==> src/rtl/logic_unit_pipe_if.sv <==
// Operand/result handshake bundle for logic_unit_pipe.
// With LOGIC_UNIT_FLAGS_EN defined, the result flags travel with the result.
interface logic_unit_pipe_if #(
  parameter int WIDTH = 16
);
  logic             in_valid;
  logic             in_ready;
  logic [WIDTH-1:0] in_a;
  logic [WIDTH-1:0] in_b;
  logic [3:0]       in_op;
  logic             in_chain;
  logic             out_valid;
  logic             out_ready;
  logic [WIDTH-1:0] out_data;
  logic [WIDTH-1:0] acc_out;
`ifdef LOGIC_UNIT_FLAGS_EN
  logic             out_zero;
  logic             out_ones;
  logic             out_parity;
`endif

  modport master (
    output in_valid, in_a, in_b, in_op, in_chain, out_ready,
    input  in_ready, out_valid, out_data, acc_out
`ifdef LOGIC_UNIT_FLAGS_EN
    , input out_zero, out_ones, out_parity
`endif
  );

  modport slave (
    input  in_valid, in_a, in_b, in_op, in_chain, out_ready,
    output in_ready, out_valid, out_data, acc_out
`ifdef LOGIC_UNIT_FLAGS_EN
    , output out_zero, out_ones, out_parity
`endif
  );
endinterface

==> src/rtl/logic_unit_pipe.sv <==
// Two-stage pipelined truth-table logic unit with chaining accumulator.
// Optional result flags (zero/ones/parity) enabled by LOGIC_UNIT_FLAGS_EN.

// One result bit: the opcode is a 4-entry truth table indexed by {a,b}.
module logic_unit_lane (
  input  logic [3:0] op,
  input  logic       a,
  input  logic       b,
  output logic       y
);
  assign y = op[{a, b}];
endmodule

module logic_unit_pipe #(
  parameter int               WIDTH    = 16,
  parameter logic [WIDTH-1:0] ACC_INIT = '0
) (
  input  logic           clk,
  input  logic           rst,
  logic_unit_pipe_if.slave bus
);
  logic             v1, v2;
  logic [WIDTH-1:0] a1, b1;
  logic [3:0]       op1;
  logic             chain1;
  logic [WIDTH-1:0] data2, acc;
  logic [WIDTH-1:0] a_eff, res;
  logic             adv2, in_ready, accept, xfer;

  assign adv2     = !v2 | bus.out_ready;
  assign in_ready = (!v1 | adv2) & !rst;
  assign accept   = bus.in_valid & in_ready;
  assign xfer     = v1 & adv2;

  // Operand stage data needs no reset: it is only consumed while v1 is set.
  always_ff @(posedge clk) begin
    if (accept) begin
      a1     <= bus.in_a;
      b1     <= bus.in_b;
      op1    <= bus.in_op;
      chain1 <= bus.in_chain;
    end
  end

  always_ff @(posedge clk) begin
    if (rst)         v1 <= 1'b0;
    else if (accept) v1 <= 1'b1;
    else if (xfer)   v1 <= 1'b0;
  end

  // acc is written on the same edge as S2, so a chained beat directly
  // behind its producer sees the fresh result with no bubble.
  assign a_eff = chain1 ? acc : a1;

  for (genvar i = 0; i < WIDTH; i++) begin : g_lane
    logic_unit_lane u_lane (
      .op (op1),
      .a  (a_eff[i]),
      .b  (b1[i]),
      .y  (res[i])
    );
  end

  always_ff @(posedge clk) begin
    if (rst) begin
      v2    <= 1'b0;
      data2 <= '0;
      acc   <= ACC_INIT;
    end else if (xfer) begin
      v2    <= 1'b1;
      data2 <= res;
      acc   <= res;
    end else if (bus.out_ready) begin
      v2    <= 1'b0;
    end
  end

`ifdef LOGIC_UNIT_FLAGS_EN
  logic zero2, ones2, parity2;

  always_ff @(posedge clk) begin
    if (rst) begin
      zero2   <= 1'b0;
      ones2   <= 1'b0;
      parity2 <= 1'b0;
    end else if (xfer) begin
      zero2   <= (res == '0);
      ones2   <= &res;
      parity2 <= ^res;
    end
  end

  assign bus.out_zero   = zero2;
  assign bus.out_ones   = ones2;
  assign bus.out_parity = parity2;
`endif

  assign bus.in_ready  = in_ready;
  assign bus.out_valid = v2;
  assign bus.out_data  = data2;
  assign bus.acc_out   = acc;
endmodule

==> src/flat_wrapper.sv <==
// flat-port wrapper written by rule: the top's interface ports become plain ports
module logic_unit_pipe_flat 
#(
  parameter int               WIDTH    = 16,
  parameter logic [WIDTH-1:0] ACC_INIT = '0
)
  (clk, rst, bus_in_valid, bus_in_a, bus_in_b, bus_in_op, bus_in_chain, bus_out_ready, bus_in_ready, bus_out_valid, bus_out_data, bus_acc_out);
  logic_unit_pipe_if #(.WIDTH(WIDTH)) bus_i ();
  input  logic clk;
  input  logic rst;
  input wire logic [$bits(bus_i.in_valid)-1:0] bus_in_valid;
  input wire logic [$bits(bus_i.in_a)-1:0] bus_in_a;
  input wire logic [$bits(bus_i.in_b)-1:0] bus_in_b;
  input wire logic [$bits(bus_i.in_op)-1:0] bus_in_op;
  input wire logic [$bits(bus_i.in_chain)-1:0] bus_in_chain;
  input wire logic [$bits(bus_i.out_ready)-1:0] bus_out_ready;
  output wire logic [$bits(bus_i.in_ready)-1:0] bus_in_ready;
  output wire logic [$bits(bus_i.out_valid)-1:0] bus_out_valid;
  output wire logic [$bits(bus_i.out_data)-1:0] bus_out_data;
  output wire logic [$bits(bus_i.acc_out)-1:0] bus_acc_out;
  assign bus_i.in_valid = bus_in_valid;
  assign bus_i.in_a = bus_in_a;
  assign bus_i.in_b = bus_in_b;
  assign bus_i.in_op = bus_in_op;
  assign bus_i.in_chain = bus_in_chain;
  assign bus_i.out_ready = bus_out_ready;
  assign bus_in_ready = bus_i.in_ready;
  assign bus_out_valid = bus_i.out_valid;
  assign bus_out_data = bus_i.out_data;
  assign bus_acc_out = bus_i.acc_out;
  logic_unit_pipe #(.WIDTH(WIDTH), .ACC_INIT(ACC_INIT)) u_core (.clk(clk), .rst(rst), .bus(bus_i));
endmodule
==> config.mk <==
export PLATFORM = sky130hd
export DESIGN_NAME = logic_unit_pipe_flat
export DESIGN_NICKNAME = d
export VERILOG_FILES = /design/src/rtl/logic_unit_pipe_if.sv /design/src/rtl/logic_unit_pipe.sv /design/src/flat_wrapper.sv
export SDC_FILE = /design/constraint.sdc
export NUM_CORES = 1
export LEC_CHECK = 0
export CORE_MARGIN = 1.5
export CORE_UTILIZATION = 40
export DETAILED_ROUTE_END_ITERATION = 8
export PLACE_DENSITY = 0.82
export SLEW_MARGIN = 30
export SYNTH_ARGS = -nofsm -noshare
export SYNTH_HDL_FRONTEND = slang
export SYNTH_SLANG_ARGS = --single-unit
export TNS_END_PERCENT = 1
==> constraint.sdc <==
create_clock -name clk -period 2.2 [get_ports clk]
set_input_delay 0.66 -clock clk [delete_from_list [all_inputs] [get_ports clk]]
set_output_delay 0.66 -clock clk [all_outputs]
set_load 0.005 [all_outputs]
==> metrics.log <==
INFO  metric timing.critical_path.buf_inv = 2
INFO  metric cts.path.max_buffers = 2
INFO  metric maxCapViolations = 0
INFO  metric critical_path.reg2reg.startpoint = u_core.op1[3]
INFO  metric hold_path_depth = 1
INFO  metric clk_pin_slew_worst_paths = 0.09 ns
INFO  metric synth-main-ff-cell = sky130_fd_sc_hd__edfxtp_1
INFO  metric die-height = 81.1 microns
INFO  metric fin_crit_sh = 0.949
INFO  metric synth-seq-cells = 55
INFO  metric worstPathArrival = 1.43 ns
INFO  metric buffer_ports.inserted = 74
INFO  metric yosysWarnings = 0
INFO  metric via_count_of_the_first_global_routing_pass = 1417
INFO  metric critical_path.startpoint_type = input port
INFO  metric vias = 1435
INFO  metric setup_viol = 0
INFO  metric post-synth-top-area-fraction = 0.455
INFO  metric path_max_fanout = 2
INFO  metric global_route_wire_length_before_repair = 7070 microns
INFO  metric routed_wirelength = 4630 microns
INFO  metric post_cts.resized_instances = 5
INFO  metric min_delay_worst_endpoint = u_core.bus.out_data[12]
INFO  metric htree_num_levels = 2
INFO  metric netlist_top_cells_count = sky130_fd_sc_hd__edfxtp_1 (37), sky130_fd_sc_hd__dfxtp_1 (18)
INFO  metric cts-hold-fix-buffers = 0
INFO  metric peakVddDrop = 0.000314 V
INFO  metric synth-seq-area-share = 0.602
INFO  metric tightest_slew = 0.477 ns
INFO  metric synth_area_leaders = sky130_fd_sc_hd__edfxtp_1 (45%), sky130_fd_sc_hd__mux4_1 (17%), sky130_fd_sc_hd__dfxtp_1 (15%), sky130_fd_sc_hd__mux2i_1 (6.6%), sky130_fd_sc_hd__a22o_1 (5.7%)
INFO  metric worstSkewPairLatency = 0.30 ns
INFO  metric die_width = 81.1 microns
INFO  metric achievable-frequency = 479 MHz
INFO  metric site_rows = 28
INFO  metric regToRegSetupSlack = 0.69 ns
INFO  metric synth_async_sr_flop_share = 0
INFO  metric drt_drc_violations_left = 0
INFO  metric grt_setup_unrepaired = no
INFO  metric status = finished clean
INFO  metric effective_utilization_at_floorplan = 0.413
INFO  metric die_area = 6580 sq um
INFO  metric core_area = 5920 sq um
INFO  metric timing_worst_setup_path_type = in2out
INFO  metric timing.hold.worst.start = u_core.bus.out_data[12]
INFO  metric synth_enable_flop_cells = 37
INFO  metric ctsRootBufferMaster = sky130_fd_sc_hd__clkbuf_8
INFO  metric ant_nets = 0
INFO  metric crit_family = buffers and inverters
INFO  metric post_synth_inst_count = 137
INFO  metric minimum_period_implied_by_the_final_worst_setup_slack = 2.09 ns
INFO  metric path_cells = clkdlybuf4s50_1, a21oi_2, clkdlybuf4s15_2
INFO  metric wirelength_per_cell = 16.7 microns
INFO  metric tritoncts = yes
INFO  metric clock_sink_count = 55
INFO  metric synthToLayoutAreaGrowth = 35.0%
INFO  metric antenna_found_initial = 0
INFO  metric synth.lib_cells_used.distinct = 18
INFO  metric antenna_cells_inserted = 0
INFO  metric fraction_of_final_layout_cells_sized_beyond_drive_strength_1 = 0.0941
INFO  metric final_hold_viol_count = 0
INFO  metric place_hpwl = 3270 microns
INFO  metric clock-skew-final = 0.00982 ns
INFO  metric max_slew_margin = 0.682
INFO  metric final_net_count = 242
INFO  metric pwr_density_cell = 642 nW/um^2
INFO  metric crit_path_end_kind = output port
INFO  metric finalWeightedCongestion = 0.706
INFO  metric dp.cells = 269
INFO  metric synth_area = 2440 sq um
INFO  metric globalRoute.totalOverflow = 0
INFO  metric r2r_depth = 2
INFO  metric cp.required = 1.54 ns
INFO  metric smallest_hold_slack = 0.540 ns
INFO  metric postCtsSetupBuffers = 0
INFO  metric cell_leakage_power = 1.21 nW
INFO  metric synth.most_common_cell = sky130_fd_sc_hd__edfxtp_1
INFO  metric groute.usage.overall = 0.147
INFO  metric final-instance-count-excl-fill = 277
INFO  metric io_pins = 75
INFO  metric drt-pass1-iter-count = 4
INFO  metric finalMaxSlewViolations = 0
INFO  metric reg2reg_to = u_core.bus.out_data[14]
INFO  metric syn_avg_cell_area = 17.8 sq um
INFO  metric yosys.area.top_type = sky130_fd_sc_hd__edfxtp_1
INFO  metric post_drt_via_cell_ratio = 5.18
INFO  metric detailedRoute.firstIterationViolations = 43
INFO  metric critPathSlowestCell = sky130_fd_sc_hd__clkdlybuf4s50_1
INFO  metric worst_path_largest_cell_delay = 0.43 ns
INFO  metric syn_nets = 178
INFO  metric grt_max_degree = 22
INFO  metric min-delay-path-class = reg2reg
INFO  metric number_of_clock_buffers_inserted_by_tritoncts = 5
-- report_power, final --
part | internal [mW] | total, mW | switching [mW]
Clock | 0.341 | 0.643 | 0.302
Sequential | 1.16 | 1.20 | 0.0411
Combinational | 0.196 | 0.277 | 0.0815
Total | 1.69 | 2.12 | 0.425
-- cell type report --
| type | instances | area [sq um] |
|---|---|---|
| repair buffers | 81 | 831 |
| clock buffers | 7 | 76.3 |
| flip-flops and latches | 55 | 1470 |
| fillers | 489 | 2620 |
| clock inverters | 1 | 30.0 |
| multi-input cells | 58 | 796 |
| well taps | 75 | 93.8 |
-- kinds of logic after synthesis --
logic type	after synthesis	share of synthesized area
DFF	55	0.602
buffers and inverters	24	0.0738
muxes	32	0.238
and+or+nand+nor	7	0.0210
AOI/OAI and AO/OA	19	0.0651
-- cells in the final DEF, fill, tap and decap left out --
cell                              instances
sky130_fd_sc_hd__a21oi_2                  2
sky130_fd_sc_hd__clkdlybuf4s50_1         72
sky130_fd_sc_hd__nor3b_4                  1
sky130_fd_sc_hd__buf_4                    4
sky130_fd_sc_hd__a21oi_1                  1
sky130_fd_sc_hd__nor2_1                   3
sky130_fd_sc_hd__a22o_1                  16
sky130_fd_sc_hd__nand2b_1                 1
sky130_fd_sc_hd__clkbuf_8                 5
sky130_fd_sc_hd__dfxtp_1                 18
sky130_fd_sc_hd__nor2b_2                  1
sky130_fd_sc_hd__clkdlybuf4s15_2          1
sky130_fd_sc_hd__bufinv_16                1
sky130_fd_sc_hd__mux2i_1                 16
sky130_fd_sc_hd__mux4_1                  16
sky130_fd_sc_hd__clkbuf_1                 2
sky130_fd_sc_hd__edfxtp_1                37
sky130_fd_sc_hd__buf_12                   3
sky130_fd_sc_hd__and2_2                   1
sky130_fd_sc_hd__dlygate4sd2_1            1
-- layer usage --
| metal | share of wire | vias to the layer above | global-route usage |
|---|---|---|---|
| met4 | 0.012 | 0 | 0.0517 |
| met1 | 0.40 | 723 | 0.172 |
| met5 | 0 | - | 0 |
| met3 | 0.035 | 4 | 0.0303 |
| met2 | 0.56 | 37 | 0.264 |
| li1 | - | 671 | - |
-- worst reg2reg max path, stage by stage, from the launching register on --
cell and delay [ns]:
sky130_fd_sc_hd__edfxtp_1 0.60, sky130_fd_sc_hd__mux4_1 0.58, sky130_fd_sc_hd__a22o_1 0.23
-- state kept, by name, summed over array words and instances (netlist names) --
register              cells
u_core.b1                16
u_core.op1                4
u_core.a1                16
u_core.v1                 1
u_core.bus.out_valid      1
u_core.bus.out_data      16
u_core.chain1             1
-- worst max path at each step --
stage	startpoint	end	slack [ns]	cells past startpoint
after floorplan	bus_out_ready	u_core.a1[0]	0.33	3
after global placement	bus_out_ready	bus_in_ready	-0.36	4
after detailed placement	bus_out_ready	bus_in_ready	-0.36	4
after CTS	rst	bus_in_ready	0.10	3
after global routing	rst	bus_in_ready	0.06	3
final	rst	bus_in_ready	0.11	3
-- metrics by stage --
| stage | TNS (ns) | util | cell area (sq um) | power, mW | worst slack, ns |
|---|---|---|---|---|---|
| 2_1_floorplan | 0 | - | 2440 | 1.34 | 0.335 |
| 3_3_place_gp | -0.357 | 0.538 | 3190 | 1.49 | -0.357 |
| 3_5_place_dp | -0.357 | 0.538 | 3190 | 1.50 | -0.357 |
| 4_1_cts | 0 | 0.557 | 3300 | 2.15 | 0.102 |
| 5_1_grt | 0 | 0.557 | 3300 | 2.21 | 0.0598 |
| 6_report | 0 | 0.557 | 3300 | 2.12 | 0.113 |
No activity file was read; power rests on OpenSTA's default activity.
